===== src/rtl/regfile_mp_pkg.sv =====
// Shared types and constants for the multi-port register file.
package regfile_mp_pkg;

  localparam int REGFILE_DATA_W = 64;
  localparam int REGFILE_DEPTH  = 32;

  typedef enum logic {
    CLEAR = 1'b0,
    RUN   = 1'b1
  } state_t;

  // Address width for a given depth, never below one bit.
  function automatic int clog2_min1(input int n);
    return (n > 2) ? $clog2(n) : 1;
  endfunction

endpackage


===== src/rtl/regfile_mp_wsel.sv =====
// Combinational write-port priority resolver. For every lookup address it
// reports whether an enabled in-range write hits it and which data wins
// (highest-index port). Also flags two or more valid ports on one address.
module regfile_mp_wsel
  import regfile_mp_pkg::*;
#(
  parameter int DATA_W = REGFILE_DATA_W,
  parameter int DEPTH  = REGFILE_DEPTH,
  parameter int NWR    = 2,
  parameter int NLOOK  = 1,
  parameter int AW     = clog2_min1(REGFILE_DEPTH)
) (
  input  logic [NWR-1:0]          we,
  input  logic [NWR*AW-1:0]       waddr,
  input  logic [NWR*DATA_W-1:0]   wdata,
  input  logic [NLOOK*AW-1:0]     look_addr,
  output logic [NLOOK-1:0]        hit,
  output logic [NLOOK*DATA_W-1:0] hit_data,
  output logic                    conflict
);

  localparam logic [AW:0] DEPTH_W = DEPTH[AW:0];

  logic [NWR-1:0] valid_s;

  // A write port only counts when enabled and addressing a real entry
  always_comb begin
    valid_s = {NWR{1'b0}};
    for (int i = 0; i < NWR; i++) begin
      valid_s[i] = we[i] & ({1'b0, waddr[i*AW +: AW]} < DEPTH_W);
    end
  end

  // Per-lookup resolve: scanning ports upward lets the highest index win
  always_comb begin
    logic match_v;
    match_v  = 1'b0;
    hit      = {NLOOK{1'b0}};
    hit_data = {(NLOOK*DATA_W){1'b0}};
    for (int l = 0; l < NLOOK; l++) begin
      for (int i = 0; i < NWR; i++) begin
        match_v = valid_s[i] & (waddr[i*AW +: AW] == look_addr[l*AW +: AW]);
        hit[l]  = hit[l] | match_v;
        hit_data[l*DATA_W +: DATA_W] = match_v ? wdata[i*DATA_W +: DATA_W]
                                                : hit_data[l*DATA_W +: DATA_W];
      end
    end
  end

  // Conflict whenever any pair of valid ports shares an address
  always_comb begin
    conflict = 1'b0;
    for (int i = 0; i < NWR; i++) begin
      for (int j = i + 1; j < NWR; j++) begin
        conflict = conflict | (valid_s[i] & valid_s[j] &
                               (waddr[i*AW +: AW] == waddr[j*AW +: AW]));
      end
    end
  end

endmodule


===== src/rtl/regfile_mp.sv =====
// Parametrised multi-port register file with a post-reset clear sweep,
// deterministic write priority, optional write-to-read bypass and a
// registered write-conflict flag. The array has no per-entry reset.
module regfile_mp
  import regfile_mp_pkg::*;
#(
  parameter int                DATA_W   = REGFILE_DATA_W,
  parameter int                DEPTH    = REGFILE_DEPTH,
  parameter int                NWR      = 2,
  parameter int                NRD      = 1,
  parameter int                BYPASS   = 1,
  parameter logic [DATA_W-1:0] INIT_VAL = {DATA_W{1'b0}},
  localparam int               AW       = clog2_min1(DEPTH)
) (
  input  logic                    clk,
  input  logic                    rst_n,
  input  logic [NWR-1:0]          we,
  input  logic [NWR*AW-1:0]       waddr,
  input  logic [NWR*DATA_W-1:0]   wdata,
  input  logic [NRD*AW-1:0]       raddr,
  output logic [NRD*DATA_W-1:0]   rdata,
  output logic                    ready,
  output logic                    wr_conflict
);

  // Lookups 0..DEPTH-1 drive the array update, DEPTH.. serve read bypass
  localparam int              NLOOK    = DEPTH + NRD;
  localparam logic [AW-1:0]   LAST_PTR = AW'(DEPTH - 1);
  localparam logic [AW:0]     DEPTH_W  = DEPTH[AW:0];

  state_t                    state_r;
  logic [AW-1:0]             clr_ptr_r;
  logic                      ready_r;
  logic                      wr_conflict_r;
  logic [DATA_W-1:0]         mem_r [DEPTH];

  logic [NLOOK*AW-1:0]       look_addr_s;
  logic [NLOOK-1:0]          hit_s;
  logic [NLOOK*DATA_W-1:0]   hit_data_s;
  logic                      conflict_s;

  // Build lookup list: every entry index, then every read address
  always_comb begin
    look_addr_s = {(NLOOK*AW){1'b0}};
    for (int k = 0; k < DEPTH; k++) begin
      look_addr_s[k*AW +: AW] = AW'(k);
    end
    for (int j = 0; j < NRD; j++) begin
      look_addr_s[(DEPTH+j)*AW +: AW] = raddr[j*AW +: AW];
    end
  end

  regfile_mp_wsel #(
    .DATA_W (DATA_W),
    .DEPTH  (DEPTH),
    .NWR    (NWR),
    .NLOOK  (NLOOK),
    .AW     (AW)
  ) u_wsel (
    .we        (we),
    .waddr     (waddr),
    .wdata     (wdata),
    .look_addr (look_addr_s),
    .hit       (hit_s),
    .hit_data  (hit_data_s),
    .conflict  (conflict_s)
  );

  // Clear sequencer, ready and conflict flag
  always_ff @(posedge clk) begin
    if (!rst_n) begin
      state_r       <= CLEAR;
      clr_ptr_r     <= {AW{1'b0}};
      ready_r       <= 1'b0;
      wr_conflict_r <= 1'b0;
    end else begin
      case (state_r)
        CLEAR: begin
          wr_conflict_r <= 1'b0;
          if (clr_ptr_r == LAST_PTR) begin
            state_r <= RUN;
            ready_r <= 1'b1;
          end else begin
            clr_ptr_r <= clr_ptr_r + AW'(1'b1);
          end
        end
        RUN: begin
          wr_conflict_r <= conflict_s;
        end
        default: begin
          state_r       <= CLEAR;
          clr_ptr_r     <= {AW{1'b0}};
          ready_r       <= 1'b0;
          wr_conflict_r <= 1'b0;
        end
      endcase
    end
  end

  // Array storage: sweep writes INIT_VAL, RUN applies the resolved writes
  always_ff @(posedge clk) begin
    if (rst_n && (state_r == CLEAR)) begin
      mem_r[clr_ptr_r] <= INIT_VAL;
    end else if (rst_n && (state_r == RUN)) begin
      for (int k = 0; k < DEPTH; k++) begin
        if (hit_s[k]) begin
          mem_r[k] <= hit_data_s[k*DATA_W +: DATA_W];
        end
      end
    end
  end

  // Read muxes: INIT_VAL while clearing, then bypass, stored value or zero
  always_comb begin
    logic [AW-1:0] ra_v;
    ra_v  = {AW{1'b0}};
    rdata = {(NRD*DATA_W){1'b0}};
    for (int j = 0; j < NRD; j++) begin
      ra_v = raddr[j*AW +: AW];
      if (state_r != RUN) begin
        rdata[j*DATA_W +: DATA_W] = INIT_VAL;
      end else if ((BYPASS != 0) && hit_s[DEPTH+j]) begin
        rdata[j*DATA_W +: DATA_W] = hit_data_s[(DEPTH+j)*DATA_W +: DATA_W];
      end else if ({1'b0, ra_v} < DEPTH_W) begin
        rdata[j*DATA_W +: DATA_W] = mem_r[ra_v];
      end else begin
        rdata[j*DATA_W +: DATA_W] = {DATA_W{1'b0}};
      end
    end
  end

  assign ready       = ready_r;
  assign wr_conflict = wr_conflict_r;

endmodule


===== config.mk =====
export PLATFORM = sky130hd
export DESIGN_NAME = regfile_mp
export DESIGN_NICKNAME = d
export VERILOG_FILES = /design/src/rtl/regfile_mp_pkg.sv /design/src/rtl/regfile_mp_wsel.sv /design/src/rtl/regfile_mp.sv
export SDC_FILE = /design/constraint.sdc
export NUM_CORES = 2
export LEC_CHECK = 0
export CAP_MARGIN = 20
export CELL_PAD_IN_SITES_DETAIL_PLACEMENT = 1
export CELL_PAD_IN_SITES_GLOBAL_PLACEMENT = 2
export CORE_ASPECT_RATIO = 1.25
export CORE_MARGIN = 2
export CORE_UTILIZATION = 33
export DETAILED_ROUTE_END_ITERATION = 16
export PLACE_DENSITY = 0.75
export SETUP_SLACK_MARGIN = 0.5
export SKIP_LAST_GASP = 1
export SLEW_MARGIN = 25
export SYNTH_ARGS = -nofsm -noshare
export SYNTH_HDL_FRONTEND = slang
export SYNTH_SLANG_ARGS = --single-unit

===== constraint.sdc =====
create_clock -name clk -period 6.25 [get_ports clk]
set_input_delay 1.25 -clock clk [delete_from_list [all_inputs] [get_ports clk]]
set_output_delay 1.25 -clock clk [all_outputs]
set_load 0.01 [all_outputs]

After elaboration in Yosys (flattened, before gate mapping)
Memories as Yosys holds them, arrays and structs flattened.
Cells that the tools add are included.
{ "totals": {"out_inout_bits": 66, "register_bits": 8, "memories": 1, "elab_cells": 386, "inputBits": 147, "ramBits": 2048} }
{ "classes": {"addsub": 1, "muxes": 204, "n_reduce_logical": 7, "n_eq_ne": 66, "bitwise": 103} }
{ "memory_table": {"columns": ["memory", "depth", "width", "rd", "rd_clocked_by_memory_dff", "wr", "line", "text"], "rows": [
  ["mem_r", 32, 64, 1, 0, 32, "regfile_mp.sv:35", "logic [DATA_W-1:0] mem_r [DEPTH];"]
]} }
{ "op_table": {"columns": ["cell", "count"], "rows": [
  ["64-bit two-way mux", 69],
  ["5-bit equality test, second input constant", 33],
  ["1-bit two-way mux", 133],
  ["5-bit by 4-bit equality test with 1-bit output, second input constant", 16],
  ["1-bit AND", 68],
  ["64-bit OR reduction", 1],
  ["5-bit by 3-bit equality test with 1-bit output, second input constant", 8],
  ["1-bit bitwise OR", 33],
  ["5-bit by 2-bit equality test with 1-bit output, second input constant", 4],
  ["5-bit equality test", 3],
  ["5-bit by 1-bit equality test with 1-bit output, second input constant", 2],
  ["5-bit logical NOT", 2],
  ["5-bit by 1-bit adder with 5-bit output, second input constant", 1],
  ["5-bit two-way mux", 1],
  ["2-bit AND reduction", 2],
  ["1-bit logical AND", 2],
  ["1-bit inverter", 2],
  ["1-bit one-hot mux with 2 select lines", 1]
]} }

Depth between registers and ports, before layout
{ "logic_depth": {"depth_word": 9, "mapped_depth": 11, "mapped_depth_nobuf": 7} }

Hierarchy
A second synthesis with hierarchy kept.
{ "hier_totals": {"hier_cells": 11950, "hier_area_um2": 137423.0} }
{ "modules_own_cells": {"columns": ["mod", "area_per_inst_um2", "instances", "seq_area_each_um2", "cells_per_inst"], "rows": [
  ["regfile_mp", 93629.8, 1, 61659.1, 5992],
  ["regfile_mp_wsel", 43793.3, 1, 0.0, 5958]
]} }

Worst setup path after synthesis
No wires, ideal clock.
{ "synth_timing": {"path_kind": "input to register", "from": "input port rst_n", "to": "memory mem_r[30][0] (netlist name), enable pin", "setup_time_ns": 0.574, "path_buffers": 0, "required_ns": 5.676, "stages": 3, "arrival_ns": 6.160, "path_slack_ns": -0.485, "path_cell_list": "nor2b_1 nand2_1 o21ai_0"} }
{ "synth_rtl": {"columns": ["item", "line", "text"], "rows": [
  ["start, declared", "regfile_mp.sv:16", "input logic rst_n,"],
  ["end, declared", "regfile_mp.sv:35", null]
]} }

Worst setup path in the final report
{ "layout_timing": {"from": "input port raddr[1]", "to": "output port rdata[39]"} }
{ "layout_via": {"elab_chain_len": 6, "word_cells_on_any_way": 10, "cone_classes": "2 x eq/ne; 4 x mux; 3 x bitwise; 1 x memory"} }
{ "layout_rtl": {"columns": ["item", "line", "text"], "rows": [
  ["start, declared", "regfile_mp.sv:20", "input logic [NRD*AW-1:0] raddr,"],
  ["branches (longest 4 deep; another with memory 32 x 64 bit)", null, null],
  ["64-bit two-way mux *", "regfile_mp.sv:122", "end else if ((BYPASS != 0) && hit_s[DEPTH+j]) begin"],
  ["64-bit two-way mux *", "regfile_mp.sv:120", "if (state_r != RUN) begin"],
  ["end, declared", "regfile_mp.sv:21", "output logic [NRD*DATA_W-1:0] rdata,"]
]} }
Mark *: on every way between the ends.

==> results <==
- The run finished with clean final reports.
- The CTS buffer count is 218.
- The net count of the finished layout is 10800.
- The endpoint arrival time on the critical path is 4.75 ns.
- The commonest cells after synthesis are 4251 x sky130_fd_sc_hd__nand2_1, 2112 x sky130_fd_sc_hd__a21oi_1, 2048 x sky130_fd_sc_hd__edfxtp_1.
- The clock sink count is around 2100.
- In this run the remaining antenna-violating nets after routing total 0.
- Summed over all failing endpoints, the final setup total negative slack is 0 ns.
- The weighted congestion at the end of routability-driven global placement is 0.922.
- The signal on the critical path passes through buf_12 > buf_16 > buf_12 > mux4_2 > mux2i_4 > a211oi_4 > a21oi_1 > a31oi_1 > buf_4 > clkdlybuf4s50_1.
- The die area is 340000 µm².
- Compared with the post-synthesis result, the final layout area differs by 13.9%.
- The average instance in the mapped netlist occupies 10.0 µm².
- The max-capacitance violation count is 0.
- The area of placed instances is 119000 µm².
- After synthesis, the share of cell area in mux cells is 0.117.
- The detailed-route via count is 103000.
- Of the synthesized area, sequential elements account for 0.557.
- The average routed wire per standard cell is 42.0 µm.
- The post-synthesis instance area is approximately 110000 µm².
- In the final layout, the share of cells above drive strength 1 is 0.140.
- The number of synthesized register bits is about 2000.
- The largest family of logic cells by synthesized area is simple AND/OR/NAND/NOR gates.
- After synthesis, the cell types taking the most area are sky130_fd_sc_hd__edfxtp_1 56%, sky130_fd_sc_hd__nand2_1 14%, sky130_fd_sc_hd__mux4_2 10%.
- The cell count along the critical path is 10.
- The worst min-delay path category is reg -> reg.
- The clock tree synthesis step divided the H-tree into 4 levels.
- The initial detailed-routing violation count is 18500.
- In this run the vertical extent of the chip is 651 µm.
- The pre-CTS setup slack is -0.0698 ns.
- The ratio of final minimum period to clock period is 0.960.
- The total wire length is 640000 µm.
- In this run the count of I/O pins placed on the die edge is 213.
- The final-report max-slew violation count came to 0.
- The root buffer cell is sky130_fd_sc_hd__clkbuf_16.
- Counting I/O delays and the setup requirement, the final critical path takes 6.00 ns.
- The compound-cell area share of the yosys netlist is 0.119.
- The register-to-register path setup slack is 1.78 ns.
- The CTS tree is yes.
- The power density relative to cell area is 241 nW/µm².
- The xor and xnor area share after synthesis is 0.00142.
- Clock-pin slew was measured on the worst setup and hold paths at 0.06 ns.
- The worst IR drop on VDD is roughly 0.23 mV.
- Headroom to the max-slew limit came out at 0.154.
- Of the post-synthesis cell area, the dominant cell type holds 0.556.
- Among the stages of the critical path, the cell type that occurs most often is sky130_fd_sc_hd__buf_12.
- The sum of overflow across all layers after global routing is 0.
- The count of mapped cells out of synthesis is 11000.
- The analysis attributes to cell leakage a power of 39.1 nW.
- The worst path required time is 5.00 ns.
- Of the total synthesized cell area, the portion taken by full adders, half adders and majority gates is 0.000565.
- The final hold violation count came to 0.
- The worst hold path was traced through 2 stages.
- The class of the most critical setup path is in -> out.
- The Yosys step of the flow raised 0 warnings.
- The number of antenna violations at the first check in global routing is 54.
- The cell family contributing the most delay on the critical path is buffers and inverters.
- The maximum operating frequency is 0.167 GHz.
- The global routing usage summed across all routing layers is 0.368.
- The largest net degree at the start of global routing is 65.
- The horizontal extent of the die is roughly 520 µm.
- The slowest stage of the critical path is the sky130_fd_sc_hd__a211oi_4 cell.
- Of the total synthesized cell area, the portion taken by AND, OR, NAND and NOR gates is 0.153.
- The first detailed-routing pass took 6 iterations.
- The cell with the most instances after synthesis is sky130_fd_sc_hd__nand2_1.
- The worst setup path is launched from an input port.
- The transition time at the pin with the least slew margin is 1.27 ns.
- Of all flip-flops after synthesis, the portion carrying an async set or reset was 0.
- Among all flip-flop cells after synthesis, the most frequent one is sky130_fd_sc_hd__edfxtp_1.
- The number of cells traversed by the worst register-to-register path is 5.
- On the worst path, the slowest cell contributes a delay of 0.75 ns.
- The synthesized design spends more area on one cell type than any other, namely sky130_fd_sc_hd__edfxtp_1.
- The number of nets produced by synthesis is 11200.
- The launch instance of the worst min-delay path is ready.
- The total of endpoints with negative setup slack in the final report is 0.
- In this run the tool buffered the top-level ports with 212 buffer cells.
- The number of global-route vias before repair is between 100k and 150k.
- The origin of the critical flop-to-flop path is state_r.
- The worst hold path terminates at ready.
- The core region is around 330000 µm².
- The endpoint identified for the worst register-to-register timing path is mem_r[10][49].
- The later pin in the worst-skew pair is clocked with a latency of 1.00 ns.
- After legalization and detailed placement, the total HPWL measured 347000 µm.
- The clock tree skew after final layout is 0.0469 ns.
- The wire length of the first global-routing pass is approximately 860000 µm.
- The initial utilization of the core area, before any placement, comes to 0.332.
- In this run the deepest clock path goes through 4 buffers.
- Measured on the finished design, the core utilization comes to 0.378.
- The number of unique standard cell types used by synthesis is 59.
- The largest fanout on the critical path is 47.
- The number of buffers and inverters on the critical path is 5.
- The number of core rows is 237.
- Counting flops with a built-in enable in the synthesized netlist gives 2048.
- The setup slack after layout is 0.249 ns.
- In the routed layout, each cell is associated on average with a via count of 6.76.
- Summing all non-filler instances in the final layout gives an area of between 100000 and 150000 µm².
- Setup repair after global routing could not meet its margin everywhere.
- The endpoint kind of the worst setup timing path is an output port.
- The count of unresolved DRC violations after routing is 0.
worst max-delay path by stage:
stage	end	slack [ns]	from
after floorplan	mem_r[30][0]	-0.48	rst_n
after global placement	rdata[59]	-0.54	raddr[0]
after detailed placement	rdata[35]	-0.07	raddr[0]
after CTS	rdata[35]	0.41	waddr[5]
after global routing	rdata[39]	0.41	raddr[1]
final	rdata[39]	0.25	raddr[1]
routing by layer:
layer	wire (µm)	vias up	global-route usage
li1	-	37800	-
met3	91700	3100	0.119
met2	274000	9821	0.546
met4	65200	40	0.304
met1	208000	52000	0.435
met5	276	-	0
layout by cell type (no fill, tap or decap), types with 20 or more instances in the layout:
master	instances
sky130_fd_sc_hd__o21ai_4	58
sky130_fd_sc_hd__nor2_4	27
sky130_fd_sc_hd__clkbuf_1	62
sky130_fd_sc_hd__clkinv_2	37
sky130_fd_sc_hd__clkinv_1	60
sky130_fd_sc_hd__nor2_1	43
sky130_fd_sc_hd__nand3_1	20
sky130_fd_sc_hd__buf_12	103
sky130_fd_sc_hd__nand2_4	21
sky130_fd_sc_hd__a221oi_1	57
sky130_fd_sc_hd__clkbuf_16	220
sky130_fd_sc_hd__nand2_1	4228
sky130_fd_sc_hd__edfxtp_1	2048
sky130_fd_sc_hd__o21ai_0	61
sky130_fd_sc_hd__mux2i_1	110
sky130_fd_sc_hd__diode_2	20
sky130_fd_sc_hd__a21oi_1	2101
sky130_fd_sc_hd__clkdlybuf4s50_1	197
sky130_fd_sc_hd__buf_4	425
sky130_fd_sc_hd__a22oi_1	86
sky130_fd_sc_hd__mux4_2	505
worst min-delay path: cells and delay by family, from the launching register on:
kind,cells,cell delay (ns)
AO/OA/AOI/OAI,1,0.12
AND/OR/NAND/NOR,1,0.06
flip-flops,1,0.33
logic make-up (layout without fill, tap and decap cells):
family / after synthesis / after routing
AOI/OAI and AO/OA: 2474 / 2474
buffers and inverters: 1385 / 1146
adders and majority gates: 5 / 5
DFF: 2056 / 2056
muxes: 633 / 633
and+or+nand+nor: 4448 / 4449
other: 0 / 20
xor gates and xnor gates: 18 / 18
flip-flops by register name, indices dropped and copies added (netlist names):
signal,count
mem_r,2048
clr_ptr_r,5
ready,1
state_r,1
wr_conflict,1
final cells by class:
cell class | count | area, µm²
repair buffers | 748 | 7680
clock inverters | 109 | 654
multi-input cells | 7579 | 44700
clock buffers | 283 | 5750
well taps | 4421 | 5530
inverters | 6 | 27.5
flip-flops and latches | 2056 | 61700
diodes | 20 | 50.0
fillers | 36500 | 208000
per-stage QoR:
| step | instances | hold WS [ns] | total power [W] |
|---|---|---|---|
| 2_1_floorplan | 11000 | 0.503 | 0.0167 |
| 3_3_place_gp | 14800 | 0.537 | 0.0177 |
| 3_5_place_dp | 14800 | 0.549 | 0.0178 |
| 4_1_cts | 15200 | 0.560 | 0.0302 |
| 5_1_grt | 15200 | 0.576 | 0.0308 |
| 6_report | 15200 | 0.555 | 0.0304 |
power by group:
part | internal [W] | leakage, nW | total (W) | switching [W]
Sequential | 0.0150 | 15.0 | 0.0151 | 0.0000287
Clock | 0.00669 | 3.14 | 0.0127 | 0.00604
Combinational | 0.000696 | 20.9 | 0.00257 | 0.00188
timing repair:
action                                  CTS  global route
endpoints found under the setup margin   51            17
gates cloned                              1             0
setup buffers                             7             4
gates resized for setup                  22             9
pin swaps                                 7             3
hold buffers                              0             0
(Power assumes the default switching activity.)
